===== src/rtl/pulse_ctrl_pkg.sv =====
// pulse_ctrl_pkg
//   Shared definitions for the toggle-encoded pulse schedulers:
//   - pulse_state_e     : arbiter state encoding (ARM, IDLE, WAIT_RET, GAP)
//   - PULSE_MIN_GAP     : default idle cycles after each completed issue
//   - PULSE_RET_TIMEOUT : default cycles allowed for splitter returns
//   - tgl_edge()        : one toggle-encoded pulse = any change of level
`timescale 1ps/100fs
package pulse_ctrl_pkg;

   typedef enum logic [1:0] {
      ARM      = 2'd0,
      IDLE     = 2'd1,
      WAIT_RET = 2'd2,
      GAP      = 2'd3
   } pulse_state_e;

   localparam int PULSE_MIN_GAP     = 2;
   localparam int PULSE_RET_TIMEOUT = 8;

   // A pulse on a toggle-encoded line is any difference from the last sampled level.
   function automatic logic tgl_edge(input logic cur, input logic prev);
      return cur ^ prev;
   endfunction

endpackage


===== src/rtl/splitter_pulse_arbiter_rr_pick.sv =====
// rr_pick
//   Combinational round-robin selector. Returns the first set bit of 'mask'
//   at or after index 'ptr', wrapping at N.
//   Ports:
//     mask   [N-1:0]    : candidate bits (1 = has work)
//     ptr    [ID_W-1:0] : starting index of the search, 0..N-1
//     winner [ID_W-1:0] : selected index (0 when nothing is valid)
//     valid             : at least one candidate bit is set
`timescale 1ps/100fs
module rr_pick #(
   parameter int N    = 4,
   parameter int ID_W = 2
) (
   input  logic [N-1:0]    mask,
   input  logic [ID_W-1:0] ptr,
   output logic [ID_W-1:0] winner,
   output logic            valid
);

   // Scan offsets 0..N-1 from the pointer; the first hit wins.
   always_comb begin
      logic [ID_W:0] idx_s;
      winner = {ID_W{1'b0}};
      valid  = 1'b0;
      idx_s  = {(ID_W+1){1'b0}};
      for (int off = 0; off < N; off++) begin
         idx_s = {1'b0, ptr} + (ID_W+1)'(off);
         // ptr < N and off < N, so one subtraction is enough to wrap.
         if (idx_s >= (ID_W+1)'(N)) begin
            idx_s = idx_s - (ID_W+1)'(N);
         end else begin
            idx_s = idx_s;
         end
         if (!valid && mask[idx_s[ID_W-1:0]]) begin
            valid  = 1'b1;
            winner = idx_s[ID_W-1:0];
         end else begin
            valid  = valid;
            winner = winner;
         end
      end
   end

endmodule


===== src/rtl/splitter_pulse_arbiter.sv =====
// splitter_pulse_arbiter
//   Shares one splitter between NUM_REQ toggle-encoded requesters. Request
//   pulses are counted per requester and issued one at a time, round-robin,
//   as a toggle on split_in. Each issue waits for one pulse on both splitter
//   outputs (or a timeout), then MIN_GAP idle cycles before the next issue.
//   Ports:
//     clk, rst_n          : clock (rising edge), async active-low reset
//     req_tgl[NUM_REQ]    : toggle-encoded request pulses
//     split_out1/2        : toggle returns from the splitter outputs
//     split_in            : toggle drive to the splitter input
//     grant_id            : requester served by the most recent issue
//     busy                : high whenever the state is not IDLE
//     err_overflow        : sticky, request lost at a saturated counter
//     err_timeout         : sticky, returns incomplete after RET_TIMEOUT
//     err_spurious        : sticky, unexpected or duplicate return edge
`timescale 1ps/100fs
module splitter_pulse_arbiter
   import pulse_ctrl_pkg::*;
#(
   parameter int NUM_REQ     = 4,
   parameter int CNT_W       = 3,
   parameter int MIN_GAP     = PULSE_MIN_GAP,
   parameter int RET_TIMEOUT = PULSE_RET_TIMEOUT
) (
   input  logic                       clk,
   input  logic                       rst_n,
   input  logic [NUM_REQ-1:0]         req_tgl,
   input  logic                       split_out1,
   input  logic                       split_out2,
   output logic                       split_in,
   output logic [$clog2(NUM_REQ)-1:0] grant_id,
   output logic                       busy,
   output logic                       err_overflow,
   output logic                       err_timeout,
   output logic                       err_spurious
);

   localparam int ID_W  = $clog2(NUM_REQ);
   localparam int GAP_W = (MIN_GAP > 1) ? $clog2(MIN_GAP) : 1;
   localparam int TMO_W = (RET_TIMEOUT > 1) ? $clog2(RET_TIMEOUT) : 1;
   localparam int GAP_LAST_I = (MIN_GAP > 0) ? (MIN_GAP - 1) : 0;

   localparam logic [CNT_W-1:0] CNT_SAT  = {CNT_W{1'b1}};
   localparam logic [CNT_W-1:0] CNT_ONE  = CNT_W'(1'b1);
   localparam logic [GAP_W-1:0] GAP_LAST = GAP_W'(GAP_LAST_I);
   localparam logic [TMO_W-1:0] TMO_LAST = TMO_W'(RET_TIMEOUT - 1);

   pulse_state_e state_r, state_nxt_s;

   logic [NUM_REQ-1:0] req_prev_r;
   logic               out1_prev_r, out2_prev_r;
   logic [NUM_REQ-1:0] req_edge_s;
   logic               ret1_edge_s, ret2_edge_s;

   logic [CNT_W-1:0]   cnt_r     [NUM_REQ];
   logic [CNT_W-1:0]   cnt_nxt_s [NUM_REQ];
   logic [NUM_REQ-1:0] nz_mask_s;
   logic [NUM_REQ-1:0] dec_s;
   logic               ovf_set_s;

   logic [ID_W-1:0]    ptr_r;
   logic [ID_W-1:0]    win_s;
   logic               win_valid_s;
   logic               issue_s;

   logic               flag1_r, flag2_r, flag1_nxt_s, flag2_nxt_s;
   logic [TMO_W-1:0]   tmo_r, tmo_nxt_s;
   logic [GAP_W-1:0]   gap_r, gap_nxt_s;
   logic               spur_set_s, tmo_set_s;

   logic               split_in_r;
   logic [ID_W-1:0]    grant_id_r;
   logic               busy_r;
   logic               err_overflow_r, err_timeout_r, err_spurious_r;

   assign split_in     = split_in_r;
   assign grant_id     = grant_id_r;
   assign busy         = busy_r;
   assign err_overflow = err_overflow_r;
   assign err_timeout  = err_timeout_r;
   assign err_spurious = err_spurious_r;

   // Edge detection; ARM only primes the previous-value registers, so any
   // level present when reset releases is never mistaken for a pulse.
   always_comb begin
      req_edge_s  = {NUM_REQ{1'b0}};
      ret1_edge_s = 1'b0;
      ret2_edge_s = 1'b0;
      if (state_r != ARM) begin
         for (int i = 0; i < NUM_REQ; i++) begin
            req_edge_s[i] = tgl_edge(req_tgl[i], req_prev_r[i]);
         end
         ret1_edge_s = tgl_edge(split_out1, out1_prev_r);
         ret2_edge_s = tgl_edge(split_out2, out2_prev_r);
      end else begin
         req_edge_s  = {NUM_REQ{1'b0}};
         ret1_edge_s = 1'b0;
         ret2_edge_s = 1'b0;
      end
   end

   // Previous-value registers for all toggle inputs, loaded every cycle.
   always_ff @(posedge clk or negedge rst_n) begin
      if (!rst_n) begin
         req_prev_r  <= {NUM_REQ{1'b0}};
         out1_prev_r <= 1'b0;
         out2_prev_r <= 1'b0;
      end else begin
         req_prev_r  <= req_tgl;
         out1_prev_r <= split_out1;
         out2_prev_r <= split_out2;
      end
   end

   // Nonzero mask of the pending counters feeds the round-robin picker.
   always_comb begin
      nz_mask_s = {NUM_REQ{1'b0}};
      for (int i = 0; i < NUM_REQ; i++) begin
         nz_mask_s[i] = |cnt_r[i];
      end
   end

   rr_pick #(
      .N    (NUM_REQ),
      .ID_W (ID_W)
   ) u_rr_pick (
      .mask   (nz_mask_s),
      .ptr    (ptr_r),
      .winner (win_s),
      .valid  (win_valid_s)
   );

   // Pending counter update: increment on request edge, decrement on issue,
   // both together cancel; a request at saturation is dropped and flagged.
   always_comb begin
      ovf_set_s = 1'b0;
      dec_s     = {NUM_REQ{1'b0}};
      for (int i = 0; i < NUM_REQ; i++) begin
         cnt_nxt_s[i] = cnt_r[i];
         dec_s[i]     = issue_s && (win_s == ID_W'(i));
         if (req_edge_s[i] && !dec_s[i]) begin
            if (cnt_r[i] == CNT_SAT) begin
               ovf_set_s = 1'b1;
            end else begin
               cnt_nxt_s[i] = cnt_r[i] + CNT_ONE;
            end
         end else if (dec_s[i] && !req_edge_s[i]) begin
            cnt_nxt_s[i] = cnt_r[i] - CNT_ONE;
         end else begin
            cnt_nxt_s[i] = cnt_r[i];
         end
      end
   end

   // Pending counter registers.
   always_ff @(posedge clk or negedge rst_n) begin
      if (!rst_n) begin
         for (int i = 0; i < NUM_REQ; i++) begin
            cnt_r[i] <= {CNT_W{1'b0}};
         end
      end else begin
         for (int i = 0; i < NUM_REQ; i++) begin
            cnt_r[i] <= cnt_nxt_s[i];
         end
      end
   end

   // Next-state and control decode for the issue / return / gap sequence.
   always_comb begin
      state_nxt_s = state_r;
      issue_s     = 1'b0;
      flag1_nxt_s = flag1_r;
      flag2_nxt_s = flag2_r;
      tmo_nxt_s   = tmo_r;
      gap_nxt_s   = gap_r;
      spur_set_s  = 1'b0;
      tmo_set_s   = 1'b0;
      case (state_r)
         ARM: begin
            state_nxt_s = IDLE;
         end
         IDLE: begin
            spur_set_s = ret1_edge_s | ret2_edge_s;
            if (win_valid_s) begin
               issue_s     = 1'b1;
               flag1_nxt_s = 1'b0;
               flag2_nxt_s = 1'b0;
               tmo_nxt_s   = {TMO_W{1'b0}};
               state_nxt_s = WAIT_RET;
            end else begin
               state_nxt_s = IDLE;
            end
         end
         WAIT_RET: begin
            // Only the first edge per output is a valid return.
            spur_set_s  = (ret1_edge_s & flag1_r) | (ret2_edge_s & flag2_r);
            flag1_nxt_s = flag1_r | ret1_edge_s;
            flag2_nxt_s = flag2_r | ret2_edge_s;
            if ((flag1_nxt_s && flag2_nxt_s) || (tmo_r == TMO_LAST)) begin
               // Completion wins over a timeout landing in the same cycle.
               tmo_set_s = !(flag1_nxt_s && flag2_nxt_s);
               gap_nxt_s = {GAP_W{1'b0}};
               if (MIN_GAP == 0) begin
                  state_nxt_s = IDLE;
               end else begin
                  state_nxt_s = GAP;
               end
            end else begin
               tmo_nxt_s   = tmo_r + TMO_W'(1'b1);
               state_nxt_s = WAIT_RET;
            end
         end
         GAP: begin
            spur_set_s = ret1_edge_s | ret2_edge_s;
            if (gap_r == GAP_LAST) begin
               state_nxt_s = IDLE;
            end else begin
               gap_nxt_s   = gap_r + GAP_W'(1'b1);
               state_nxt_s = GAP;
            end
         end
         default: begin
            state_nxt_s = ARM;
         end
      endcase
   end

   // FSM state register.
   always_ff @(posedge clk or negedge rst_n) begin
      if (!rst_n) begin
         state_r <= ARM;
      end else begin
         state_r <= state_nxt_s;
      end
   end

   // Sequencing registers: return flags, timeout and gap counters, pointer.
   always_ff @(posedge clk or negedge rst_n) begin
      if (!rst_n) begin
         flag1_r <= 1'b0;
         flag2_r <= 1'b0;
         tmo_r   <= {TMO_W{1'b0}};
         gap_r   <= {GAP_W{1'b0}};
         ptr_r   <= {ID_W{1'b0}};
      end else begin
         flag1_r <= flag1_nxt_s;
         flag2_r <= flag2_nxt_s;
         tmo_r   <= tmo_nxt_s;
         gap_r   <= gap_nxt_s;
         if (issue_s) begin
            ptr_r <= (win_s == ID_W'(NUM_REQ - 1)) ? {ID_W{1'b0}} : (win_s + ID_W'(1'b1));
         end else begin
            ptr_r <= ptr_r;
         end
      end
   end

   // Registered outputs: splitter drive, grant, busy and sticky error flags.
   always_ff @(posedge clk or negedge rst_n) begin
      if (!rst_n) begin
         split_in_r     <= 1'b0;
         grant_id_r     <= {ID_W{1'b0}};
         busy_r         <= 1'b0;
         err_overflow_r <= 1'b0;
         err_timeout_r  <= 1'b0;
         err_spurious_r <= 1'b0;
      end else begin
         if (issue_s) begin
            split_in_r <= ~split_in_r;
            grant_id_r <= win_s;
         end else begin
            split_in_r <= split_in_r;
            grant_id_r <= grant_id_r;
         end
         busy_r         <= (state_nxt_s != IDLE);
         err_overflow_r <= err_overflow_r | ovf_set_s;
         err_timeout_r  <= err_timeout_r  | tmo_set_s;
         err_spurious_r <= err_spurious_r | spur_set_s;
      end
   end

endmodule


===== config.mk =====
export PLATFORM = sky130hd
export DESIGN_NAME = splitter_pulse_arbiter
export DESIGN_NICKNAME = d
export VERILOG_FILES = /design/src/rtl/pulse_ctrl_pkg.sv /design/src/rtl/splitter_pulse_arbiter_rr_pick.sv /design/src/rtl/splitter_pulse_arbiter.sv
export SDC_FILE = /design/constraint.sdc
export NUM_CORES = 1
export LEC_CHECK = 0
export CORE_MARGIN = 2
export CORE_UTILIZATION = 59
export CTS_CLUSTER_DIAMETER = 120
export CTS_CLUSTER_SIZE = 8
export DETAILED_ROUTE_END_ITERATION = 8
export PLACE_DENSITY = 0.81
export SLEW_MARGIN = 10
export SYNTH_ARGS = -nofsm -noshare
export SYNTH_HDL_FRONTEND = slang
export SYNTH_SLANG_ARGS = --single-unit

===== constraint.sdc =====
create_clock -name clk -period 4.6 [get_ports clk]
set_clock_uncertainty 0.05 [all_clocks]
set_input_delay 0.92 -clock clk [delete_from_list [all_inputs] [get_ports clk]]
set_output_delay 0.92 -clock clk [all_outputs]
set_load 0.005 [all_outputs]

Yosys cells after proc, flatten, opt, wreduce, memory -nomap -nowiden
Index checks and enable logic that the tools add are counted.
{"block": "word_totals", "register_bits": 35, "output_inout_bits": 7}
{"block": "classes", "n_reduce_logical": 50, "addsub": 18, "eq_ne": 19, "n_bitwise": 16, "order_cmp": 8, "n_mux": 62}
{"operator": "3-bit 2-to-1 mux", "count": 14}
{"operator": "1-bit 2-to-1 mux", "count": 26}
{"operator": "2-bit 2-to-1 mux", "count": 11}
{"operator": "1-bit logical AND", "count": 16}
{"operator": "3-bit by 1-bit adder with 3-bit output, second input constant", "count": 5}
{"operator": "3-bit == test, second input constant", "count": 5}
{"operator": "2-bit nonzero test", "count": 7}
{"operator": "1-bit logical NOT", "count": 12}
{"operator": "2-bit by 3-bit < comparator with 1-bit output, second input constant", "count": 4}
{"operator": "2-bit != test, second input constant", "count": 6}
{"operator": "2-bit AND reduction", "count": 6}
{"operator": "3-bit OR reduction", "count": 4}
{"operator": "3-bit by 1-bit subtractor with 3-bit output, second input constant", "count": 4}
{"operator": "3-bit >= comparator, second input constant", "count": 3}
{"operator": "1-bit binary-select mux with 2-bit select", "count": 4}
{"operator": "2-bit == test, second input constant", "count": 4}
{"operator": "1-bit case mux with 2 select lines", "count": 4}
{"operator": "2-bit case mux with 4 select lines", "count": 1}
{"operator": "2-bit by 1-bit subtractor with 2-bit output, second input constant", "count": 4}
{"operator": "1-bit OR", "count": 7}
{"operator": "2-bit by 2-bit adder with 3-bit output, second input constant", "count": 2}
{"operator": "3-bit case mux with 2 select lines", "count": 1}
{"operator": "1-bit bitwise XOR", "count": 6}
{"operator": "2-bit by 1-bit == test with 1-bit output, second input constant", "count": 2}
{"operator": "other kinds (12)", "count": 15}

Depth between registers and ports, before layout
{"block": "depth", "ltp_word": 27, "ltp_mapped": 14}

Hierarchy
Synthesis repeated with hierarchy kept, for this count alone.
{"block": "hier_totals", "cells_unflattened": 182, "area_unflattened_um2": 1910.6}
{"mod": "splitter_pulse_arbiter", "instances": 1, "area_each_um2": 1833.0, "cells_per_inst": 167}
{"mod": "rr_pick", "instances": 1, "area_each_um2": 77.6, "cells_per_inst": 15}

Worst setup path before layout
OpenSTA, ideal clock, no wires.
{"block": "synth_timing", "path_type": "register to register", "start": "reg cnt_r[1] (netlist name)", "end": "reg cnt_r[8] (netlist name)", "required_time_ps": 4422, "arrival_ps": 3188, "period_less_slack_ps": 3365, "setup_ps": 128, "setup_slack_ps": 1235, "stages_incl_launch_ff": 15, "cell_sequence": "dfrtp_1 or3_4 buf_6 or4_1 buf_2 and2_1 ha_1 and2_1 o41ai_2 nand2_1 fa_1 inv_1 nor3_1 a221oi_1 nor3_1"}
{"element": "start: declaration", "line_no": "splitter_pulse_arbiter.sv:55", "rtl": "logic [CNT_W-1:0] cnt_r [NUM_REQ];"}
{"element": "start signal: indexed assignment", "line_no": "splitter_pulse_arbiter.sv:159", "rtl": "cnt_r[i] <= {CNT_W{1'b0}};"}
{"element": "start signal: indexed assignment", "line_no": "splitter_pulse_arbiter.sv:163", "rtl": "cnt_r[i] <= cnt_nxt_s[i];"}
{"element": "3-bit OR reduction *", "line_no": "splitter_pulse_arbiter.sv:119", "rtl": "nz_mask_s[i] = |cnt_r[i];"}
{"element": "1-bit binary-select mux with 2-bit select", "line_no": "splitter_pulse_arbiter_rr_pick.sv:34", "rtl": "if (!valid && mask[idx_s[ID_W-1:0]]) begin"}
{"element": "1-bit 2-to-1 mux (not written as such)", "line_no": "splitter_pulse_arbiter_rr_pick.sv:34"}
{"element": "1-bit 2-to-1 mux", "line_no": "splitter_pulse_arbiter_rr_pick.sv:34"}
{"element": "1-bit logical NOT", "line_no": "splitter_pulse_arbiter_rr_pick.sv:34"}
{"element": "1-bit logical AND", "line_no": "splitter_pulse_arbiter_rr_pick.sv:34"}
{"element": "1-bit 2-to-1 mux", "line_no": "splitter_pulse_arbiter_rr_pick.sv:34"}
{"element": "1-bit logical NOT", "line_no": "splitter_pulse_arbiter_rr_pick.sv:34"}
{"element": "[4 not listed]"}
{"element": "2-bit 2-to-1 mux *", "line_no": "splitter_pulse_arbiter_rr_pick.sv:34"}
{"element": "named net u_rr_pick.winner[0]", "line_no": "splitter_pulse_arbiter_rr_pick.sv:16", "rtl": "output logic [ID_W-1:0] winner,"}
{"element": "2-bit by 1-bit == test with 1-bit output *", "line_no": "splitter_pulse_arbiter.sv:140", "rtl": "dec_s[i] = issue_s && (win_s == ID_W'(i));"}
{"element": "1-bit logical AND *", "line_no": "splitter_pulse_arbiter.sv:140"}
{"element": "1-bit logical NOT", "line_no": "splitter_pulse_arbiter.sv:141", "rtl": "if (req_edge_s[i] && !dec_s[i]) begin"}
{"element": "1-bit logical AND", "line_no": "splitter_pulse_arbiter.sv:141"}
{"element": "2-bit != test (no source line) or 2-bit nonzero test (tied branches)"}
{"element": "2-bit AND reduction (no source line)"}
Mark *: on every way through the listed nets, which the timed path passes. The rest lies on a longest branch. The select of a mux whose other input is x is not followed.
A chain may end at the register's enable or synchronous reset.

Worst setup path in the final report
{"block": "layout_timing", "start": "reg cnt_r[4] (netlist name)", "end": "reg cnt_r[8] (netlist name)"}
Same word-level chain as after synthesis.

==> impl_metrics.yaml <==
global_routing:
  grt_first_pass_wirelength_mm: 8.14
  track_usage_pct: 24.3
  grt_pass1_vias: 1746
  overflow: 0
  grt_max_degree: 36
  antenna_found_initial: 0
floorplan:
  fp.dieArea_um2: 4450
  row_count: 22
  dieHeight_um: 66.7
  start_util_pct: 62.4
  die_w_um: 66.7
  coreArea_um2: 3720
  pin_count: 15
timing:
  setup_tns_ps: 0
  layout_min_cycle_time_ps: 3830
  grt_setup_unrepaired: "no"
  finalSetupViolations: 0
  slew_headroom_pct: 44.1
  final-hold-violation-count: 0
  tightest_slew_ps: 830
  fin_crit_sh_pct: 83.3
  setup_ws_ps: 768
  drv_slew: 0
  max_freq_ghz: 0.261
cells_and_area:
  final_common_cell: "dfrtp_1"
  final_layout_size_suffix_gt1_share_pct: 9.62
  synthToLayoutAreaGrowth_pct: 9.87
  multi_input_area_um2: 1350
  antenna_cells: 0
  stdcell_area_um2: 2550
  fill_cells: 315
  stdcell_count: 287
  final_nets: 261
  regArea_um2: 876
  final_cell_mix: "dfrtp_1 (35), nand2_1 (14), clkdlybuf4s50_1 (13)"
power_and_ir_drop:
  powerDensity_nw_per_um2: 656
  p_leak_nw: 1.10
  ir_worst_vdd_v: 0.000370
critical_path:
  reg2regPathDepth: 12
  startpoint: "cnt_r[4]"
  path_class: "flip-flop to flip-flop"
  r2r_start: "cnt_r[4]"
  critPathRequiredTime_ps: 4710
  start_kind: "flip-flop"
  cp-end-kind: "flip-flop"
  r2r-end: "cnt_r[8]"
  critPathCapture: "cnt_r[8]"
  cp.arrival_ps: 3940
  cp_max_fo: 9
  ff2ff_setup_slack_ps: 770
clock_network:
  postCtsHoldBufs: 0
  postCtsResizedCells: 0
  clk_latency_ps: 290
  cts_buffers: 5
  clk_pin_slew_worst_paths_ps: 70
  clockBufferDepth: 2
  cts_tree: "built"
  clock_sinks: 35
  cts-root-buf: "clkbuf_8"
  htreeDepth: 2
  postCtsSetupRepairBufs: 0
synthesis:
  ys.flop_type: "dfrtp_1"
  async_reset_ff_share_pct: 100
  synthCells: 225
  yosysUniqueCellTypes: 52
  syn_avg_cell_area_um2: 10.3
  synth_seq_area_share_pct: 37.8
  syn_area_um2: 2320
  ys_ff_latch: 35
  syn_nets: 248
  ys_warn_count: 0
  synth_edf_count: 0
placed_design:
  hpwlAfterDp_mm: 3.19
  dpl-instance-area_um2: 2470
  dp_cells: 279
  dpl_worst_slack_ps: 797
  gp_congestion: 0.829
  io_buffers: 14
routing:
  vias_per_cell: 6.22
  finalWirelength_mm: 4.61
  drt_iter0_markers: 108
  first_pass_iters: 4
  wl_per_cell_um: 16.1
  via_count: 1785
  ant_nets: 0
  drc: 0
run:
  drv_cap: 0
min_path:
  min_path_type: "flip-flop to flip-flop"
run_status:
  status: "completed"
[logic make-up after synthesis]
logic type / synth area share [%]
and+or+nand+nor: 19.9
xor gates and xnor gates: 3.78
adders and majority gates: 9.39
buffers and inverters: 4.15
muxes: 4.53
DFF: 37.8
AOI/OAI and AO/OA: 20.5
[worst max-delay path, stage by stage, from the launching register on]
cell	delay, ps
dfrtp_1	430
or3_1	600
or4_1	750
and2_1	240
ha_1	180
and2_1	180
o41ai_2	130
nand2_1	150
fa_1	410
inv_1	80
nor3_1	50
a221oi_1	360
nor3_1	80
[worst min path at each step]
stage,startpoint,endpoint,slack [ps],depth (start not counted)
global route,split_in,split_in,440,1
finish,err_spurious,err_spurious,420,1
floorplan,err_spurious,err_spurious,410,1
detailed placement,err_spurious,err_spurious,400,1
global placement,err_spurious,err_spurious,400,1
CTS,err_spurious,err_spurious,430,1
[area by class of cell]
cell class / count / area share [%]
Multi-Input combinational cell: 170 / 52.9
Sequential cell: 35 / 34.4
Timing Repair Buffer: 15 / 5.60
Clock buffer: 7 / 2.99
Tap cell: 48 / 2.36
Inverter: 11 / 1.62
Clock inverter: 1 / 0.196
[cell usage after synthesis, types with 3 or more instances]
master | instances | area share (%)
or3_1 | 3 | 0.81
inv_1 | 11 | 1.8
dfrtp_1 | 35 | 38
nand2b_1 | 4 | 1.1
fa_1 | 4 | 3.5
xnor2_1 | 8 | 3.0
o21ai_0 | 5 | 1.1
clkbuf_1 | 4 | 0.65
and4_1 | 5 | 1.9
o41ai_2 | 3 | 2.1
nand2_1 | 14 | 2.3
and3_1 | 7 | 1.9
mux2_2 | 3 | 1.5
a211oi_1 | 5 | 1.6
a221oi_1 | 3 | 1.1
and2_1 | 10 | 2.7
a21oi_1 | 10 | 2.2
ha_1 | 11 | 5.9
mux2i_1 | 6 | 2.6
o31ai_1 | 3 | 0.97
nor2_1 | 10 | 1.6
nand4b_1 | 3 | 1.1
or4_1 | 3 | 0.97
a311o_1 | 3 | 1.3
nor3_1 | 8 | 1.7
nand3_1 | 5 | 1.1
[registers in the layout (all words and copies together), names as in the netlist]
signal	flops
out2_prev_r	1
flag2_r	1
req_prev_r	4
out1_prev_r	1
gap_r	1
busy	1
cnt_r	12
flag1_r	1
err_timeout	1
ptr_r	2
tmo_r	3
err_spurious	1
state_r	2
err_overflow	1
split_in	1
grant_id	2
[per-stage QoR]
| stage | power [W] | hold WS [ps] | util, % |
|---|---|---|---|
| floorplan | 0.00123 | 411 | - |
| global placement | 0.00141 | 404 | 66.4 |
| detailed placement | 0.00145 | 403 | 66.4 |
| CTS | 0.00167 | 428 | 68.6 |
| global route | 0.00182 | 443 | 68.6 |
| finish | 0.00167 | 422 | 68.6 |
[power breakdown]
| group | total (W) | internal, W | switching [W] |
|---|---|---|---|
| clock network | 0.000212 | 0.000106 | 0.000105 |
| registers | 0.000548 | 0.000418 | 0.000130 |
| logic | 0.000912 | 0.000411 | 0.000502 |
| total | 0.00167 | 0.000935 | 0.000738 |
[layer usage]
metal | vias up | track usage (%) | part of all wire [%]
met5 | - | 0 | 0
met3 | 6 | 4.39 | 4.3
li1 | 874 | - | -
met4 | 0 | 8.16 | 1.3
met1 | 862 | 32.4 | 48
met2 | 43 | 39.8 | 47
(Power assumes the default switching activity.)
